===== src/rtl/c17_stress_scheduler.sv =====
// Drives NUM_PART replicated c17 partitions with duty-cycled LFSR stress vectors per epoch,
// parks idle partitions on a static vector, and counts response mismatches against a golden c17.
module c17_stress_scheduler #(
    parameter int          NUM_PART  = 4,
    parameter int          EPOCH_LEN = 256,
    parameter int          CHECK_LAT = 1,
    parameter logic [31:0] LFSR_SEED = 32'hACE1_0001
) (
    input  logic                  clk_i,
    input  logic                  rst_n_i,
    input  logic                  start_i,
    input  logic                  stop_i,
    input  logic [15:0]           num_epochs_i,
    input  logic [NUM_PART*8-1:0] duty_cfg_i,
    input  logic [4:0]            park_vec_i,
    output logic [NUM_PART*5-1:0] part_vec_o,
    input  logic [NUM_PART*2-1:0] part_resp_i,
    input  logic [2:0]            cnt_sel_i,
    output logic [31:0]           act_cnt_o,
    output logic                  busy_o,
    output logic                  done_o,
    output logic [15:0]           epoch_idx_o,
    output logic [15:0]           err_count_o,
    output logic                  err_flag_o,
    output logic [2:0]            state_o
);

    typedef enum logic [2:0] {
        S_IDLE  = 3'd0,
        S_LOAD  = 3'd1,
        S_RUN   = 3'd2,
        S_DRAIN = 3'd3,
        S_DONE  = 3'd4
    } state_e;

    localparam logic [15:0] LAST_CYC = 16'(EPOCH_LEN - 1);
    localparam logic [2:0]  LAST_DRN = 3'(CHECK_LAT);

    function automatic logic [1:0] c17(input logic [4:0] v);
        logic n10, n11, n16, n19;
        n10 = ~(v[0] & v[2]);
        n11 = ~(v[2] & v[3]);
        n16 = ~(v[1] & n11);
        n19 = ~(n11 & v[4]);
        return {~(n16 & n19), ~(n10 & n16)};
    endfunction

    function automatic logic [NUM_PART*2-1:0] golden_all(input logic [NUM_PART*5-1:0] v);
        logic [NUM_PART*2-1:0] r;
        r = '0;
        for (int p = 0; p < NUM_PART; p++) begin
            r[2*p +: 2] = c17(v[5*p +: 5]);
        end
        return r;
    endfunction

    state_e                state_q, state_d;
    logic [15:0]           cyc_q, cyc_d;
    logic [15:0]           epoch_q, epoch_d;
    logic [2:0]            drain_q, drain_d;
    logic [15:0]           num_ep_q, num_ep_d;
    logic [NUM_PART*8-1:0] duty_q, duty_d;
    logic [4:0]            park_q, park_d;
    logic [31:0]           lfsr_q, lfsr_d;
    logic [NUM_PART*5-1:0] part_vec_q, part_vec_d;
    logic [15:0]           err_q, err_d;
    logic [31:0]           act_q [NUM_PART];
    logic [31:0]           act_d [NUM_PART];
    logic [31:0]           act_cnt_q, act_sel;
    logic [NUM_PART*2-1:0] exp_q [CHECK_LAT+1];
    logic [CHECK_LAT:0]    vld_q;
    logic [NUM_PART-1:0]   active;
    logic [NUM_PART-1:0]   mism;
    logic [3:0]            n_err;
    logic [16:0]           err_sum;
    logic                  clear_run;

    always_ff @(posedge clk_i) begin
        if (!rst_n_i) begin
            state_q <= S_IDLE;
        end else begin
            state_q <= state_d;
        end
    end

    always_comb begin
        state_d    = state_q;
        cyc_d      = cyc_q;
        epoch_d    = epoch_q;
        drain_d    = drain_q;
        num_ep_d   = num_ep_q;
        duty_d     = duty_q;
        park_d     = park_q;
        lfsr_d     = lfsr_q;
        part_vec_d = part_vec_q;
        act_d      = act_q;
        clear_run  = 1'b0;
        for (int p = 0; p < NUM_PART; p++) begin
            active[p] = (cyc_q < {8'd0, duty_q[8*p +: 8]});
        end
        case (state_q)
            S_IDLE: begin
                if (start_i) begin
                    state_d   = S_LOAD;
                    num_ep_d  = num_epochs_i;
                    duty_d    = duty_cfg_i;
                    park_d    = park_vec_i;
                    cyc_d     = '0;
                    epoch_d   = '0;
                    clear_run = 1'b1;
                    for (int p = 0; p < NUM_PART; p++) begin
                        act_d[p] = '0;
                    end
                end
            end
            S_LOAD: begin
                state_d = (num_ep_q == 16'd0) ? S_DONE : S_RUN;
            end
            S_RUN: begin
                drain_d = '0;
                lfsr_d  = {lfsr_q[30:0], lfsr_q[31] ^ lfsr_q[21] ^ lfsr_q[1] ^ lfsr_q[0]};
                for (int p = 0; p < NUM_PART; p++) begin
                    part_vec_d[5*p +: 5] = active[p] ? lfsr_q[5*p +: 5] : park_q;
                    if (active[p] && act_q[p] != 32'hFFFF_FFFF) begin
                        act_d[p] = act_q[p] + 32'd1;
                    end
                end
                // The last epoch ends in DRAIN without advancing epoch_idx past num_epochs-1.
                if (stop_i) begin
                    state_d = S_DRAIN;
                end else if (cyc_q == LAST_CYC) begin
                    if (epoch_q == num_ep_q - 16'd1) begin
                        state_d = S_DRAIN;
                    end else begin
                        cyc_d   = '0;
                        epoch_d = epoch_q + 16'd1;
                    end
                end else begin
                    cyc_d = cyc_q + 16'd1;
                end
            end
            S_DRAIN: begin
                part_vec_d = {NUM_PART{park_q}};
                if (drain_q == LAST_DRN) begin
                    state_d = S_DONE;
                end else begin
                    drain_d = drain_q + 3'd1;
                end
            end
            S_DONE: begin
                state_d = S_IDLE;
            end
            default: begin
                state_d = S_IDLE;
            end
        endcase
    end

    always_comb begin
        n_err = '0;
        for (int p = 0; p < NUM_PART; p++) begin
            mism[p] = vld_q[CHECK_LAT] && (part_resp_i[2*p +: 2] != exp_q[CHECK_LAT][2*p +: 2]);
            n_err   = n_err + 4'(mism[p]);
        end
        err_sum = {1'b0, err_q} + 17'(n_err);
        if (clear_run) begin
            err_d = '0;
        end else if (err_sum[16]) begin
            err_d = 16'hFFFF;
        end else begin
            err_d = err_sum[15:0];
        end
    end

    always_comb begin
        act_sel = '0;
        for (int p = 0; p < NUM_PART; p++) begin
            if (cnt_sel_i == 3'(p)) begin
                act_sel = act_q[p];
            end
        end
    end

    always_ff @(posedge clk_i) begin
        if (!rst_n_i) begin
            cyc_q      <= '0;
            epoch_q    <= '0;
            drain_q    <= '0;
            num_ep_q   <= '0;
            duty_q     <= '0;
            park_q     <= '0;
            lfsr_q     <= LFSR_SEED;
            part_vec_q <= '0;
            err_q      <= '0;
            act_cnt_q  <= '0;
            vld_q      <= '0;
            for (int p = 0; p < NUM_PART; p++) begin
                act_q[p] <= '0;
            end
            for (int i = 0; i <= CHECK_LAT; i++) begin
                exp_q[i] <= '0;
            end
        end else begin
            cyc_q      <= cyc_d;
            epoch_q    <= epoch_d;
            drain_q    <= drain_d;
            num_ep_q   <= num_ep_d;
            duty_q     <= duty_d;
            park_q     <= park_d;
            lfsr_q     <= lfsr_d;
            part_vec_q <= part_vec_d;
            err_q      <= err_d;
            act_cnt_q  <= act_sel;
            act_q      <= act_d;
            // Stage 0 lines up with the vector as it appears on part_vec_o.
            exp_q[0]   <= golden_all(part_vec_d);
            vld_q[0]   <= (state_q == S_RUN);
            for (int i = 1; i <= CHECK_LAT; i++) begin
                exp_q[i] <= exp_q[i-1];
                vld_q[i] <= vld_q[i-1];
            end
        end
    end

    assign part_vec_o  = part_vec_q;
    assign act_cnt_o   = act_cnt_q;
    assign busy_o      = (state_q == S_LOAD) || (state_q == S_RUN) || (state_q == S_DRAIN);
    assign done_o      = (state_q == S_DONE);
    assign epoch_idx_o = epoch_q;
    assign err_count_o = err_q;
    assign err_flag_o  = (err_q != 16'd0);
    assign state_o     = state_q;

endmodule


===== config.mk =====
export PLATFORM = sky130hd
export DESIGN_NAME = c17_stress_scheduler
export DESIGN_NICKNAME = d
export VERILOG_FILES = /design/src/rtl/c17_stress_scheduler.sv
export SDC_FILE = /design/constraint.sdc
export NUM_CORES = 1
export LEC_CHECK = 0
export CAP_MARGIN = 40
export CORE_MARGIN = 2
export CORE_UTILIZATION = 58
export CTS_CLUSTER_DIAMETER = 120
export DETAILED_ROUTE_END_ITERATION = 7
export PLACE_DENSITY = 0.83
export RECOVER_POWER = 100
export SETUP_SLACK_MARGIN = 0.05
export SLEW_MARGIN = 10
export SYNTH_ARGS = -nofsm -noshare
export SYNTH_HDL_FRONTEND = slang
export SYNTH_SLANG_ARGS = --single-unit

===== constraint.sdc =====
create_clock -name clk_i -period 4.3 [get_ports clk_i]
set_clock_uncertainty 0.15 [all_clocks]
set_input_delay 0.43 -clock clk_i [delete_from_list [all_inputs] [get_ports clk_i]]
set_output_delay 0.43 -clock clk_i [all_outputs]
set_load 0.02 [all_outputs]

==> reports/metrics.cfg <==
[outcome]
outcome=finished, violations left
violations=max-capacitance violations, max-slew violations

[synthesis]
async_flop_share=0
synth-seq-area-share=0.404
synth_edf_count=0
synth_seq_cells=337
avgSynthCellArea_um2=8.25
syn_area_um2=16700
syn_inst=2024
synth_nets=2134
synth_cell_type_count=74
yosysWarningCount=0
ys.flop_type=dfxtp_1

[clock_network]
postCtsResizedCells=0
clk_path_buf_depth=3
cts_tree=yes
cts_sinks=337
root_buffer=clkbuf_16
numCtsBuffers=38
cts-hold-fix-buffers=0
h-tree-depth=2
cts.clk_slew.worst_paths_ns=0.06
postCtsSetupBuffers=0
clk_latency_ns=0.53

[final_layout]
layout_commonest_cell=dfxtp_1
fin_nets=2242
drive_gt1_frac=0.0482
mostFrequentLayoutCells=dfxtp_1 (337), nand2_1 (301), nor2_1 (140)
area_delta_synth_final_pct=19.0
fin_area_um2=19900
n_antenna_cell=0

[min_path]
hp-class=reg2reg
hold_depth=1

[drt]
routed_wl_um=45300
viasPerCell=6.11
via_count=15600
wire_per_inst_um=17.8
drt-initial-drc-count=1616
dr.pass1.iters=6
drcViolationCount=0
drtAntennaViolNets=0

[sta]
tns_ns=0
fmax_ghz=0.261
period_minus_slack_ns=3.83
hold_viol=0
setup_ws_ns=0.473
min_period_over_period=0.890
drv_slew=108
rsz0062_at_grt=false
tightest_slew_ns=2.22
finalSetupViolCount=0
slew_headroom=-0.482

[floorplan]
core_um2=28500
die_area_um2=30200
initial_utilization=0.585
die_h_um=174
ios=158
die_w_um=174
rows=62

[setup_path]
crit_path_max_fanout=55
ff2ff_path_depth=11
startpoint_type=input port
crit_arrival_ns=4.13
end_kind=flip-flop
path_class=in2reg
critPathRequiredTime_ns=4.61

[power]
p_leak_uw=0.00729
peakVddDrop_v=0.000307
cellPowerDensity_nw_per_um2=442

[placed_design]
place.gp.congestion=0.899
dp_hpwl_um=31600
io_buffers=157
place_ws_ns=0.142
placed_area_um2=18500

[grt]
grt_remaining_overflow=0
grt_pass1_vias=14800
grt_max_degree=89
grt_pass1_wl_um=74000
antenna_found_initial=0
grt_util_all_layers=0.296

[flow_run]
maxCapViolCount=2

[critical path, stage by stage]
cell and delay, ns:
clkbuf_1 1.55, nand2_1 1.20, buf_4 0.59, nor2_1 0.15, a41o_1 0.18
[logic make-up after synthesis]
kind of cell             after synthesis  share of synthesized area
AO/OA/AOI/OAI                        475                      0.198
AND/OR/NAND/NOR                      885                      0.265
multiplexers                          15                    0.00906
flip-flops                           337                      0.404
adder cells (fa/ha/maj)               42                     0.0328
buffers and inverters                175                     0.0410
XOR/XNOR                              95                     0.0498
[per-layer routing]
layer	GRT usage	up-vias	wire length, um
met5	0	-	0
met4	0.111	0	1510
met3	0.0496	103	3110
met2	0.501	628	21900
met1	0.380	7354	18800
li1	-	7465	-
[metrics by stage]
step | hold WS, ns | utilization | cells | total power, uW
2_1_floorplan | 0.262 | - | 2024 | 4650
3_3_place_gp | 0.269 | 0.648 | 2476 | 5150
3_5_place_dp | 0.274 | 0.648 | 2476 | 5200
4_1_cts | 0.196 | 0.698 | 2543 | 8820
5_1_grt | 0.304 | 0.696 | 2543 | 9140
6_report | 0.287 | 0.696 | 2543 | 8780
[cells in the mapped netlist, drive strengths merged, types with 8 or more instances]
cell	instances	share of area
a21o	22	0.0099
and2	45	0.017
inv	63	0.014
nand4	48	0.019
nor3	20	0.0063
o21a	16	0.0072
nor4	29	0.011
buf	22	0.0066
nor2	141	0.032
a21oi	106	0.032
ha	39	0.029
a21boi	86	0.039
nand3b	8	0.0036
nand2b	20	0.0075
and3	43	0.016
xor2	44	0.023
or4	34	0.015
or3	41	0.015
nand2	303	0.068
nor2b	40	0.015
a22oi	11	0.0049
o21ai	59	0.019
dfxtp	337	0.40
and4	12	0.0063
o221ai	34	0.018
a211oi	45	0.021
nand3	87	0.026
o31ai	30	0.013
clkbuf	90	0.020
mux2i	14	0.0084
xnor2	51	0.027
o211ai	11	0.0049
[power by group]
part	switching (uW)	internal [uW]
clock	1290	2360
combinational	1120	557
sequential	159	3290
[final timing paths]
| kind | start | to | slack (ns) |
|---|---|---|---|
| min | exp_q[0][3]$_SDFF_PN0_ | exp_q[0][11]$_SDFF_PN0_ | 0.29 |
| min reg2reg | exp_q[0][3]$_SDFF_PN0_ | exp_q[0][11]$_SDFF_PN0_ | 0.29 |
| max reg2reg | exp_q[0][8]$_SDFF_PN0_ | err_count_o[6]$_SDFF_PP0_ | 0.62 |
| max | rst_n_i | act_q[12]$_SDFFE_PN0P_ | 0.47 |
[state kept, by name, indices dropped and copies added (netlist names), 16 cells and up]
| name | count |
|---|---|
| exp_q | 16 |
| num_ep_q | 16 |
| duty_q | 32 |
| err_count_o | 16 |
| lfsr_q | 32 |
| act_q | 128 |
| cyc_q | 16 |
| epoch_idx_o | 16 |
| act_cnt_o | 32 |
| part_vec_o | 20 |
[area by class of cell]
| class | instances | area (um^2) |
|---|---|---|
| clock inverter | 13 | 265 |
| fill | 2277 | 8670 |
| inverter | 63 | 236 |
| timing repair buffer | 180 | 1730 |
| sequential | 337 | 6750 |
| clock buffer | 54 | 1160 |
| multi-input combinational | 1512 | 9260 |
| tap | 384 | 480 |
Power figures use the tool's default switching activity.
